`config.mk`:
```
export PLATFORM = sky130hd
export DESIGN_NAME = pipe_hazard_ctrl_flat
export DESIGN_NICKNAME = d
export VERILOG_FILES = /design/src/rtl/pipe_pkg.sv /design/src/rtl/pipe_hazard_ctrl_if.sv /design/src/rtl/pipe_shadow_stage.sv /design/src/rtl/pipe_hazard_ctrl.sv /design/src/flat_wrapper.sv
export SDC_FILE = /design/constraint.sdc
export NUM_CORES = 1
export LEC_CHECK = 0
export CAP_MARGIN = 10
export CORE_MARGIN = 1.5
export CORE_UTILIZATION = 55
export CTS_BUF_LIST = sky130_fd_sc_hd__clkbuf_8 sky130_fd_sc_hd__clkbuf_16
export CTS_CLUSTER_DIAMETER = 40
export CTS_CLUSTER_SIZE = 10
export DETAILED_ROUTE_END_ITERATION = 12
export DONT_BUFFER_PORTS = 1
export GPL_TIMING_DRIVEN = 0
export PLACE_DENSITY_LB_ADDON = 0.12
export SETUP_SLACK_MARGIN = 0.05
export SYNTH_ARGS = -nofsm -noshare
export SYNTH_HDL_FRONTEND = slang
export SYNTH_HIERARCHICAL = 1
export SYNTH_SLANG_ARGS = --single-unit
```
`constraint.sdc`:
```
create_clock -name clk -period 6.3 [get_ports clk]
set_clock_uncertainty 0.05 [all_clocks]
set_input_delay 0.945 -clock clk [delete_from_list [all_inputs] [get_ports clk]]
set_output_delay 0.945 -clock clk [all_outputs]
set_load 0.1 [all_outputs]
```
`src/rtl/pipe_pkg.sv`:
```
// pipe_pkg: shared types and helpers for the pipeline hazard/forwarding controller
//   FWD_RF/FWD_MEM/FWD_WB : ALU operand source selects
//   stage_info_t          : per-stage shadow of operand and destination info
//   hit / src_hit / fwd_sel : hazard match and forwarding priority helpers
package pipe_pkg;

    // Register fields are widened to AW_MAX so one struct serves any REG_AW up to it.
    localparam int AW_MAX = 8;

    localparam logic [1:0] FWD_RF  = 2'b00;
    localparam logic [1:0] FWD_MEM = 2'b10;
    localparam logic [1:0] FWD_WB  = 2'b01;

    typedef logic [AW_MAX-1:0] reg_t;

    typedef struct packed {
        logic valid;
        reg_t rs;
        reg_t rt;
        logic use_rs;
        logic use_rt;
        reg_t dst;
        logic regwr;
        logic load;
    } stage_info_t;

    // Stage x produces source s; register 0 never matches.
    function automatic logic hit(input stage_info_t x, input reg_t s, input logic use_s);
        return x.valid && x.regwr && x.dst == s && s != '0 && use_s;
    endfunction

    function automatic logic src_hit(input stage_info_t x, input stage_info_t id);
        return hit(x, id.rs, id.use_rs) || hit(x, id.rt, id.use_rt);
    endfunction

    // MEM is the younger producer, so it wins over WB.
    function automatic logic [1:0] fwd_sel(input stage_info_t mem, input stage_info_t wb,
                                           input reg_t s, input logic use_s);
        return hit(mem, s, use_s) ? FWD_MEM : hit(wb, s, use_s) ? FWD_WB : FWD_RF;
    endfunction

endpackage

```
`src/rtl/pipe_hazard_ctrl_if.sv`:
```
// pipe_hazard_ctrl_if: ID-side inputs and pipeline control outputs of the hazard controller
//   master : datapath/controller side, drives run and ID decode info, receives controls
//   slave  : hazard controller side
interface pipe_hazard_ctrl_if #(
    parameter int REG_AW = 5,
    parameter int CNT_W  = 32
);
    logic              run;
    logic [REG_AW-1:0] id_rs;
    logic [REG_AW-1:0] id_rt;
    logic              id_use_rs;
    logic              id_use_rt;
    logic [REG_AW-1:0] id_dst;
    logic              id_regwr;
    logic              id_load;
    logic              id_jump;
    logic              ex_br_taken;
    logic              pc_en;
    logic              ifid_en;
    logic              ifid_flush;
    logic              idex_flush;
    logic [1:0]        fwd_a;
    logic [1:0]        fwd_b;
    logic              stall;
    logic [CNT_W-1:0]  stall_cnt;
    logic [CNT_W-1:0]  flush_cnt;

    modport master (
        output run, id_rs, id_rt, id_use_rs, id_use_rt, id_dst, id_regwr, id_load, id_jump, ex_br_taken,
        input  pc_en, ifid_en, ifid_flush, idex_flush, fwd_a, fwd_b, stall, stall_cnt, flush_cnt
    );

    modport slave (
        input  run, id_rs, id_rt, id_use_rs, id_use_rt, id_dst, id_regwr, id_load, id_jump, ex_br_taken,
        output pc_en, ifid_en, ifid_flush, idex_flush, fwd_a, fwd_b, stall, stall_cnt, flush_cnt
    );

endinterface

```
`src/rtl/pipe_shadow_stage.sv`:
```
// pipe_shadow_stage: one shadow pipeline stage register
//   clk, rst : clock, synchronous active-high reset (clears the stage)
//   en       : advance; loads d when high, holds otherwise
//   bubble   : when loading, insert an empty stage instead of d
//   d, q     : stage info in / registered stage info out
module pipe_shadow_stage
    import pipe_pkg::*;
(
    input  logic        clk,
    input  logic        rst,
    input  logic        en,
    input  logic        bubble,
    input  stage_info_t d,
    output stage_info_t q
);

    stage_info_t q_d, q_q;

    // A bubble is cleared completely so stale operand fields cannot drive forwarding.
    always_comb begin
        q_d = q_q;
        if (en) q_d = bubble ? '0 : d;
    end

    always_ff @(posedge clk) begin
        if (rst) q_q <= '0;
        else     q_q <= q_d;
    end

    assign q = q_q;

endmodule

```
`src/rtl/pipe_hazard_ctrl.sv`:
```
// pipe_hazard_ctrl: hazard detection, stall/flush control and forwarding selects for a 5-stage MIPS pipe
//   clk, rst : clock, synchronous active-high reset
//   bus      : slave side of pipe_hazard_ctrl_if (ID decode info in; pc/IF-ID/ID-EX controls,
//              forwarding selects, stall flag and saturating stall/flush counters out)
module pipe_hazard_ctrl
    import pipe_pkg::*;
#(
    parameter int REG_AW = 5,
    parameter int FWD_EN = 1,
    parameter int RF_WT  = 1,
    parameter int CNT_W  = 32
) (
    input logic               clk,
    input logic               rst,
    pipe_hazard_ctrl_if.slave bus
);

    stage_info_t id_info, ex_q, mem_q, wb_q;
    logic act, raw, br, stl, jmp, idex_flush;
    logic [CNT_W-1:0] stall_cnt_d, stall_cnt_q, flush_cnt_d, flush_cnt_q;

    always_comb begin
        id_info        = '0;
        id_info.valid  = bus.run;
        id_info.rs     = reg_t'(bus.id_rs[REG_AW-1:0]);
        id_info.rt     = reg_t'(bus.id_rt[REG_AW-1:0]);
        id_info.use_rs = bus.id_use_rs;
        id_info.use_rt = bus.id_use_rt;
        id_info.dst    = reg_t'(bus.id_dst[REG_AW-1:0]);
        id_info.regwr  = bus.id_regwr;
        id_info.load   = bus.id_load;
    end

    // With forwarding only a load in EX is too late; without it any in-flight producer
    // blocks ID, and WB only matters when the register file cannot write-then-read.
    always_comb begin
        act = bus.run && !rst;
        raw = (FWD_EN != 0) ? (ex_q.load && src_hit(ex_q, id_info))
                            : (src_hit(ex_q, id_info) || src_hit(mem_q, id_info) ||
                               (RF_WT == 0 && src_hit(wb_q, id_info)));
        br  = act && bus.ex_br_taken;
        stl = act && !bus.ex_br_taken && raw;
        jmp = act && !bus.ex_br_taken && !raw && bus.id_jump;
        idex_flush = br || stl;
    end

    assign bus.pc_en      = act && !stl;
    assign bus.ifid_en    = act && !stl;
    assign bus.ifid_flush = br || jmp;
    assign bus.idex_flush = idex_flush;
    assign bus.stall      = stl;
    assign bus.fwd_a      = (FWD_EN != 0 && !rst) ? fwd_sel(mem_q, wb_q, ex_q.rs, ex_q.use_rs) : FWD_RF;
    assign bus.fwd_b      = (FWD_EN != 0 && !rst) ? fwd_sel(mem_q, wb_q, ex_q.rt, ex_q.use_rt) : FWD_RF;

    pipe_shadow_stage u_ex (
        .clk(clk), .rst(rst), .en(bus.run), .bubble(idex_flush), .d(id_info), .q(ex_q)
    );
    pipe_shadow_stage u_mem (
        .clk(clk), .rst(rst), .en(bus.run), .bubble(1'b0), .d(ex_q), .q(mem_q)
    );
    pipe_shadow_stage u_wb (
        .clk(clk), .rst(rst), .en(bus.run), .bubble(1'b0), .d(mem_q), .q(wb_q)
    );

    always_comb begin
        stall_cnt_d = (stl && stall_cnt_q != '1) ? stall_cnt_q + CNT_W'(1) : stall_cnt_q;
        flush_cnt_d = ((br || jmp) && flush_cnt_q != '1) ? flush_cnt_q + CNT_W'(1) : flush_cnt_q;
    end

    always_ff @(posedge clk) begin
        if (rst) begin
            stall_cnt_q <= '0;
            flush_cnt_q <= '0;
        end else begin
            stall_cnt_q <= stall_cnt_d;
            flush_cnt_q <= flush_cnt_d;
        end
    end

    assign bus.stall_cnt = stall_cnt_q;
    assign bus.flush_cnt = flush_cnt_q;

endmodule

```
`src/flat_wrapper.sv`:
```
// flat-port wrapper written by rule: the top's interface ports become plain ports
module pipe_hazard_ctrl_flat import pipe_pkg::*;
#(
    parameter int REG_AW = 5,
    parameter int FWD_EN = 1,
    parameter int RF_WT  = 1,
    parameter int CNT_W  = 32
)
  (clk, rst, bus_run, bus_id_rs, bus_id_rt, bus_id_use_rs, bus_id_use_rt, bus_id_dst, bus_id_regwr, bus_id_load, bus_id_jump, bus_ex_br_taken, bus_pc_en, bus_ifid_en, bus_ifid_flush, bus_idex_flush, bus_fwd_a, bus_fwd_b, bus_stall, bus_stall_cnt, bus_flush_cnt);
  pipe_hazard_ctrl_if #(.REG_AW(REG_AW), .CNT_W(CNT_W)) bus_i ();
  input logic clk;
  input logic rst;
  input wire logic [$bits(bus_i.run)-1:0] bus_run;
  input wire logic [$bits(bus_i.id_rs)-1:0] bus_id_rs;
  input wire logic [$bits(bus_i.id_rt)-1:0] bus_id_rt;
  input wire logic [$bits(bus_i.id_use_rs)-1:0] bus_id_use_rs;
  input wire logic [$bits(bus_i.id_use_rt)-1:0] bus_id_use_rt;
  input wire logic [$bits(bus_i.id_dst)-1:0] bus_id_dst;
  input wire logic [$bits(bus_i.id_regwr)-1:0] bus_id_regwr;
  input wire logic [$bits(bus_i.id_load)-1:0] bus_id_load;
  input wire logic [$bits(bus_i.id_jump)-1:0] bus_id_jump;
  input wire logic [$bits(bus_i.ex_br_taken)-1:0] bus_ex_br_taken;
  output wire logic [$bits(bus_i.pc_en)-1:0] bus_pc_en;
  output wire logic [$bits(bus_i.ifid_en)-1:0] bus_ifid_en;
  output wire logic [$bits(bus_i.ifid_flush)-1:0] bus_ifid_flush;
  output wire logic [$bits(bus_i.idex_flush)-1:0] bus_idex_flush;
  output wire logic [$bits(bus_i.fwd_a)-1:0] bus_fwd_a;
  output wire logic [$bits(bus_i.fwd_b)-1:0] bus_fwd_b;
  output wire logic [$bits(bus_i.stall)-1:0] bus_stall;
  output wire logic [$bits(bus_i.stall_cnt)-1:0] bus_stall_cnt;
  output wire logic [$bits(bus_i.flush_cnt)-1:0] bus_flush_cnt;
  assign bus_i.run = bus_run;
  assign bus_i.id_rs = bus_id_rs;
  assign bus_i.id_rt = bus_id_rt;
  assign bus_i.id_use_rs = bus_id_use_rs;
  assign bus_i.id_use_rt = bus_id_use_rt;
  assign bus_i.id_dst = bus_id_dst;
  assign bus_i.id_regwr = bus_id_regwr;
  assign bus_i.id_load = bus_id_load;
  assign bus_i.id_jump = bus_id_jump;
  assign bus_i.ex_br_taken = bus_ex_br_taken;
  assign bus_pc_en = bus_i.pc_en;
  assign bus_ifid_en = bus_i.ifid_en;
  assign bus_ifid_flush = bus_i.ifid_flush;
  assign bus_idex_flush = bus_i.idex_flush;
  assign bus_fwd_a = bus_i.fwd_a;
  assign bus_fwd_b = bus_i.fwd_b;
  assign bus_stall = bus_i.stall;
  assign bus_stall_cnt = bus_i.stall_cnt;
  assign bus_flush_cnt = bus_i.flush_cnt;
  pipe_hazard_ctrl #(.REG_AW(REG_AW), .FWD_EN(FWD_EN), .RF_WT(RF_WT), .CNT_W(CNT_W)) u_core (.clk(clk), .rst(rst), .bus(bus_i));
endmodule
```
======== Word-level counts from Yosys, hierarchy flattened ========
Index checks and enable logic that the tools add are counted.
cells by class
  add/subtract/negate cells ............... 2
  multiply operators ...................... 0
  divide/modulo/power cells ............... 0
  order comparisons ....................... 0
  equality and inequality tests ........... 8
  shifts and indexed selects .............. 0
  multiplexer cells ....................... 7
  bitwise operators ....................... 0
  reductions and logical operators ........ 42
operators with widths
  operator                                                         count
  32-bit by 1-bit adder with 32-bit output, second input constant  2
  32-bit inequality test, second input constant                    2
  8-bit equality test                                              4
  8-bit nonzero test                                               4
  1-bit logical AND                                                31
  29-bit two-way mux                                               1
  8-bit by 5-bit equality test with 1-bit output                   2
  2-bit two-way mux                                                4
  1-bit logical NOT                                                4
  1-bit logical OR                                                 3
  1-bit two-way mux                                                2
word-level totals
  bits in registers ....................... 113
  latch bits .............................. 0
  RAM bits ................................ 0
  ROM bits ................................ 0
  input port bits ......................... 24
  output and inout bits ................... 73
  logic and storage cells ................. 75
  memories kept ........................... 0

======== Logic depth before layout (Yosys ltp) ========
Gate-level depths: netlist of the first run.
  depth in word-level cells ............... 11
  mapped depth ............................ 9
  mapped depth without buffers ............ 7

======== Modules after synthesis ========
The synthesis of the first run kept the hierarchy.
modules (own cells, without submodules)
  module             instances  cells an instance  area an instance (um^2)
  pipe_hazard_ctrl   1          504                4016.4
  pipe_shadow_stage  3          128                1221.2

======== Least setup slack after synthesis of the first run ========
Ideal clock, no wire load.
  path type ............................... input -> output
  start point ............................. in bus_id_rs[1]
  end point ............................... out bus_pc_en
  data arrival time ....................... 5.628 ns
  required time ........................... 5.305 ns
  path slack .............................. -0.323 ns
  cell stages on the path ................. 7
  cell sequence ........................... xnor2_1 > nand3_1 > a2111oi_4 > nor2_1 > nor3_1 > nor2_1 > buf_4
between the ends
  word-level cells in the longest chain between the ends .. 9
  elaborated cells on any way between the ends .. 10
  classes of those cells .................. 1 x eq/ne; 9 x reduce/logical
RTL lines
  what                                            line                    text
  from (decl)                                     flat_wrapper.sv:14      input wire logic [$bits(bus_i.id_rs)-1:0] bus_id_rs;
  8-bit by 5-bit equality test with 1-bit output  pipe_pkg.sv:29          return x.valid && x.regwr && x.dst == s && s != '0 && use_s;
  1-bit logical AND                               pipe_pkg.sv:29
  1-bit logical AND * (2 in a row)                pipe_pkg.sv:29
  1-bit logical OR *                              pipe_pkg.sv:33          return hit(x, id.rs, id.use_rs) || hit(x, id.rt, id.use_rt);
  1-bit logical AND *                             pipe_hazard_ctrl.sv:38  raw = (FWD_EN != 0) ? (ex_q.load && src_hit(ex_q, id_info))
  1-bit logical AND *                             pipe_hazard_ctrl.sv:42  stl = act && !bus.ex_br_taken && raw;
  via bus_stall                                   flat_wrapper.sv:29      output wire logic [$bits(bus_i.stall)-1:0] bus_stall;
  1-bit logical NOT *                             --
  1-bit logical AND *                             --
  to (decl)                                       flat_wrapper.sv:23      output wire logic [$bits(bus_i.pc_en)-1:0] bus_pc_en;
The timed path passes the listed nets; every way through them passes the cells marked *.

======== Worst setup path in the final report of the first run ========
  start point ............................. reg u_core.u_ex.q_q (netlist bit u_core/u_ex/q[7])
  end point ............................... out bus_pc_en
between the ends
  word-level cells in the longest chain between the ends .. 9
  elaborated cells on any way between the ends .. 13
  classes of those cells .................. 2 x eq/ne; 11 x reduce/logical
RTL lines
  what                                               line                     text
  from (decl)                                        pipe_shadow_stage.sv:17  stage_info_t q_d, q_q;
  from (signal assigned)                             pipe_shadow_stage.sv:27  else q_q <= q_d;
  8-bit by 5-bit equality test with 1-bit output     pipe_pkg.sv:29
  1-bit logical AND (on tied branches) (2 in a row)  --
  1-bit logical AND                                  pipe_pkg.sv:29
  1-bit logical OR *                                 pipe_pkg.sv:33
  1-bit logical AND *                                pipe_hazard_ctrl.sv:38
  1-bit logical AND *                                pipe_hazard_ctrl.sv:42
  via bus_stall                                      flat_wrapper.sv:29
  1-bit logical NOT *                                --
  1-bit logical AND *                                --
Marks and branches as above.

==> impl_metrics.json, run 1 <==
{
  "cts.hold.buffers_added": 0,
  "drive_gt1_share_pct": 12.3,
  "status": "complete, no violations",
  "worstPathMaxFanout": 5,
  "cts.repair.resized": 0,
  "synthCells": 728,
  "ir_drop_mv": 0.196,
  "dp_hpwl_um": 12300,
  "worst_slew_pin_slew_ns": 1.15,
  "setup_tns_ns": 0,
  "synth_area_um2": 6130,
  "fin_crit_ns": 4.58,
  "syn_area_per_cell_um2": 8.42,
  "finalCritPeriodShare_pct": 72.7,
  "first_global_vias": 5544,
  "finalHoldViolCount": 0,
  "first_pass_iters": 5,
  "vias_per_cell": 6.21,
  "placed_cells": 889,
  "fin_nets": 794,
  "vias": 5720,
  "layout_commonest_cell": "dfxtp_1",
  "worstSkewPairLatency_ns": 0.54,
  "max_freq_mhz": 218,
  "startpoint_type": "flop",
  "grt.total_usage_pct": 29.6,
  "rsz0062_at_grt": "no",
  "cts_buffer_depth": 2,
  "cts_tree": "yes",
  "slew_headroom_pct": 23.0,
  "worstPathArrival_ns": 3.59,
  "drc": 0,
  "die_area_um2": 11800,
  "layout_common_cells": "113 x dfxtp_1, 92 x a21oi_1, 50 x nand2b_1",
  "yosysWarnings": 6,
  "cp.required_ns": 5.30,
  "grt_max_degree": 17,
  "maxCapViolations": 0,
  "overflow": 0,
  "drtIter0Drc": 422,
  "htreeDepth": 4,
  "hold_path_class": "reg -> reg",
  "clkTransAtPathRegs_ns": 0.05,
  "grt_pass1_wl_um": 27000,
  "endpoint_kind": "primary output",
  "slew_viol_final": 0,
  "die_y_um": 109,
  "post_cts_buffers": 0,
  "place_congestion": 0.896,
  "start_util_pct": 56.6,
  "path_class": "reg -> out",
  "num_rows": 38,
  "ant_nets": 0,
  "stdcell_count": 921,
  "p_leak_nw": 2.40,
  "power_density_nw_per_um2": 260,
  "setup_viol": 0,
  "post_drt_wl_per_cell_um": 18.6,
  "diodes": 0,
  "io_pins": 97,
  "antenna_found_initial": 0,
  "place.port_buffers": 0,
  "clock-sinks": 113,
  "cts-root-buf": "clkbuf_8",
  "numCtsBuffers": 17,
  "chipWidth_um": 109,
  "drt-total-wl_um": 17100,
  "area_delta_synth_final_pct": 17.1,
  "core_um2": 10800
}
## registers in the layout, indices dropped and copies added, names as in the netlist
| signal | cells |
|---|---|
| u_core/bus.flush_cnt | 32 |
| u_core/u_mem/q | 10 |
| u_core/bus.stall_cnt | 32 |
| u_core/u_ex/q | 29 |
| u_core/u_wb/q | 10 |
## power breakdown
group	total [mW]	internal (mW)	leakage, nW	switching, mW
registers	0.751	0.728	0.915	0.0236
clock network	0.989	0.651	0.303	0.338
logic	0.125	0.0538	1.19	0.0712
total	1.87	1.43	2.40	0.433
## routing by layer
metal	GRT usage [%]	wire length, um	up-vias
met5	0	0	-
met4	13.9	367	0
met3	7.90	1160	34
met2	51.3	8570	211
met1	33.7	7000	2743
li1	-	-	2732
## cell type report
type                    instances  area (um2)
plain buffers                  52         332
clock buffers                  22         483
clock inverters                10         130
fillers                       930        3660
inverters                       8        30.0
multi-input cells             567        3590
flip-flops and latches        113        2260
well taps                     140         175
repair buffers                  9         176
## worst max-delay path, stage by stage (launching register included)
cell	delay [ns]
dfxtp_1	0.33
nor4b_1	0.32
nand3_1	0.24
nor4_2	0.73
nor2_1	0.26
nor3_4	0.24
buf_16	0.21
buf_1	0.13
nor2_2	0.06
buf_16	0.19
buf_1	0.10
buf_4	0.22
## metrics by stage
stage                     util, %  instance area, um2  power (mW)  hold WS, ns  setup slack [ns]
after CTS                    66.2                7180        1.87        0.419              1.72
final                        66.2                7180        1.87        0.418              1.72
after global routing         66.2                7180        1.91        0.437              1.53
after global placement       58.7                6360       0.879        0.402             0.598
after floorplan                 -                6180       0.856        0.390             0.988
after detailed placement     60.6                6570       0.889        0.411              1.92
## worst paths after layout
check	start	to	slack, ns	cells past startpoint
min	u_core/u_wb/q[28]$_SDFFE_PP0P_	u_core/u_wb/q[28]$_SDFFE_PP0P_	0.42	2
max	u_core/u_ex/q[7]$_SDFFE_PP0P_	bus_pc_en	1.72	11
max reg2reg	u_core/bus.stall_cnt[0]$_SDFFE_PP0P_	u_core/bus.stall_cnt[5]$_SDFFE_PP0P_	2.38	9
min reg2reg	u_core/u_wb/q[28]$_SDFFE_PP0P_	u_core/u_wb/q[28]$_SDFFE_PP0P_	0.42	2
Power figures use the tool's default switching activity.
==> run 2, diff against run 1 <==
- clock period: 6.3 -> 4.45 ns (I/O delays scaled with it)
==> impl_metrics.json, run 2 (synthesis results as in run 1) <==
{
  "status": "complete, no violations",
  "overflow": 0,
  "rsz0062_at_grt": "no",
  "maxCapViolations": 0,
  "drt-total-wl_um": 16500,
  "globalRouteMet1Util_pct": 37.0,
  "hold_path_class": "in -> reg",
  "path_common_cell": "buf_6",
  "power_density_nw_per_um2": 361,
  "dp_hpwl_um": 12000,
  "num_rows": 38,
  "max_freq_mhz": 242,
  "p_leak_nw": 2.38,
  "diodes": 0,
  "finalCritPeriodShare_pct": 93.0,
  "slew_viol_final": 0,
  "finalHoldViolCount": 0,
  "cts_buffer_depth": 2,
  "ant_nets": 0,
  "grt_max_degree": 17,
  "n_fill_cell": 915,
  "vias": 5684,
  "fin_nets": 794,
  "chipWidth_um": 109,
  "vias_per_cell": 6.17,
  "clock-sinks": 113,
  "grt_use_met2_pct": 44.4,
  "io_pins": 97,
  "numCtsBuffers": 17,
  "area_delta_synth_final_pct": 17.1,
  "layout_common_cells": "113 x dfxtp_1, 92 x a21oi_1, 50 x nand2b_1",
  "htreeDepth": 4,
  "worstSkewPairLatency_ns": 0.53,
  "placed_cells": 889,
  "grt_pass1_wl_um": 26000,
  "grt_use_met3_pct": 9.76,
  "rrSetupSlack_ns": 0.63,
  "antenna_found_initial": 0,
  "cpMaxStageDelayCell": "a2111oi_4",
  "cts.hold.buffers_added": 0,
  "startpoint_type": "flop",
  "crit_path_cell_trace": "nor4b_1, nand3_1, a2111oi_4, o31a_1, buf_6, buf_6, clkbuf_1, nor2_2",
  "die_y_um": 109,
  "grt.total_usage_pct": 28.6,
  "drc": 0,
  "endpoint_kind": "primary output",
  "ir_drop_mv": 0.342,
  "first_pass_iters": 5,
  "drive_gt1_share_pct": 12.3,
  "power.total_mw": 2.60,
  "ff_latch_area_um2": 2260,
  "post_cts_buffers": 0,
  "post_drt_wl_per_cell_um": 17.9,
  "place_congestion": 0.891,
  "grt-busiest-layer": "met2",
  "die_area_um2": 11800,
  "fin_crit_ns": 4.14,
  "slew_headroom_pct": 22.5,
  "clkTransAtPathRegs_ns": 0.06,
  "first_global_vias": 5250,
  "path_class": "reg -> out",
  "stdcell_count": 921,
  "drtIter0Drc": 441,
  "cp.required_ns": 3.73,
  "multi_input_area_um2": 3620,
  "place.port_buffers": 0,
  "start_util_pct": 56.6,
  "setup_viol": 0,
  "core_um2": 10800,
  "cts-root-buf": "clkbuf_8",
  "layout_commonest_cell": "dfxtp_1",
  "cts_tree": "yes",
  "worstPathMaxFanout": 10,
  "worst_slew_pin_slew_ns": 1.16,
  "worstPathArrival_ns": 3.42,
  "slowest_delay_ns": 0.60,
  "setup_tns_ns": 0
}
-- run 2: cell types whose count changed in the layout (fill, tap and decap cells not counted), sizes merged --
cell	change
clkinvlp	+4
clkbuf	-4
clkinv	-1
inv	+1
-- run 2: layer usage --
metal	vias to the layer above	share of wire, %	wire [um]
met5	-	0	0
met4	0	1.5	254
met3	27	7.5	1230
met2	190	46	7630
met1	2732	45	7410
li1	2735	-	-
-- run 2: layout make-up --
type / count / share of cell area [%]
Multi-Input combinational cell: 567 / 50.4
Sequential cell: 113 / 31.5
Clock buffer: 18 / 5.96
Buffer: 52 / 4.62
Tap cell: 140 / 2.44
Timing Repair Buffer: 9 / 2.39
Clock inverter: 14 / 2.32
Inverter: 8 / 0.418
-- run 2: path summary, 6_finish.rpt --
path,from,endpoint,cells past startpoint
setup / recovery,u_core/u_ex/q[7]$_SDFFE_PP0P_,bus_ifid_flush,8
hold reg to reg,u_core/u_wb/q[1]$_SDFFE_PP0P_,u_core/u_wb/q[1]$_SDFFE_PP0P_,2
setup reg to reg,u_core/bus.stall_cnt[1]$_SDFFE_PP0P_,u_core/bus.stall_cnt[1]$_SDFFE_PP0P_,9
hold / removal,bus_id_use_rt,u_core/u_ex/q[10]$_SDFFE_PP0P_,2
-- run 2: per-stage QoR --
stage | hold slack [ns] | worst slack (ns) | util (%) | instance area (um2)
floorplan | 0.390 | -0.278 | - | 6200
global placement | 0.406 | -0.785 | 58.8 | 6370
detailed placement | 0.403 | 0.584 | 60.7 | 6580
CTS | 0.233 | 0.226 | 66.2 | 7170
global route | 0.240 | 0.0581 | 66.3 | 7180
finish | 0.251 | 0.312 | 66.3 | 7180
-- run 2: report_power, final --
part / total, mW / internal (mW) / switching [mW]
registers: 1.06 / 1.03 / 0.0331
clock network: 1.35 / 0.863 / 0.490
logic: 0.180 / 0.0769 / 0.103
total: 2.60 / 1.97 / 0.626
-- run 2: critical path: cells and delay by family, from the launching register on --
| family | cells | cell delay [ns] |
|---|---|---|
| flip-flops | 1 | 0.34 |
| buffers and inverters | 3 | 0.75 |
| AO/OA/AOI/OAI | 2 | 0.83 |
| AND/OR/NAND/NOR | 3 | 0.97 |
-- run 2: timing repair --
| item | in CTS | in global routing |
|---|---|---|
| setup endpoints to repair | 0 | 2 |
| resized for setup | 0 | 1 |
| endpoints found under the hold margin | 0 | 0 |
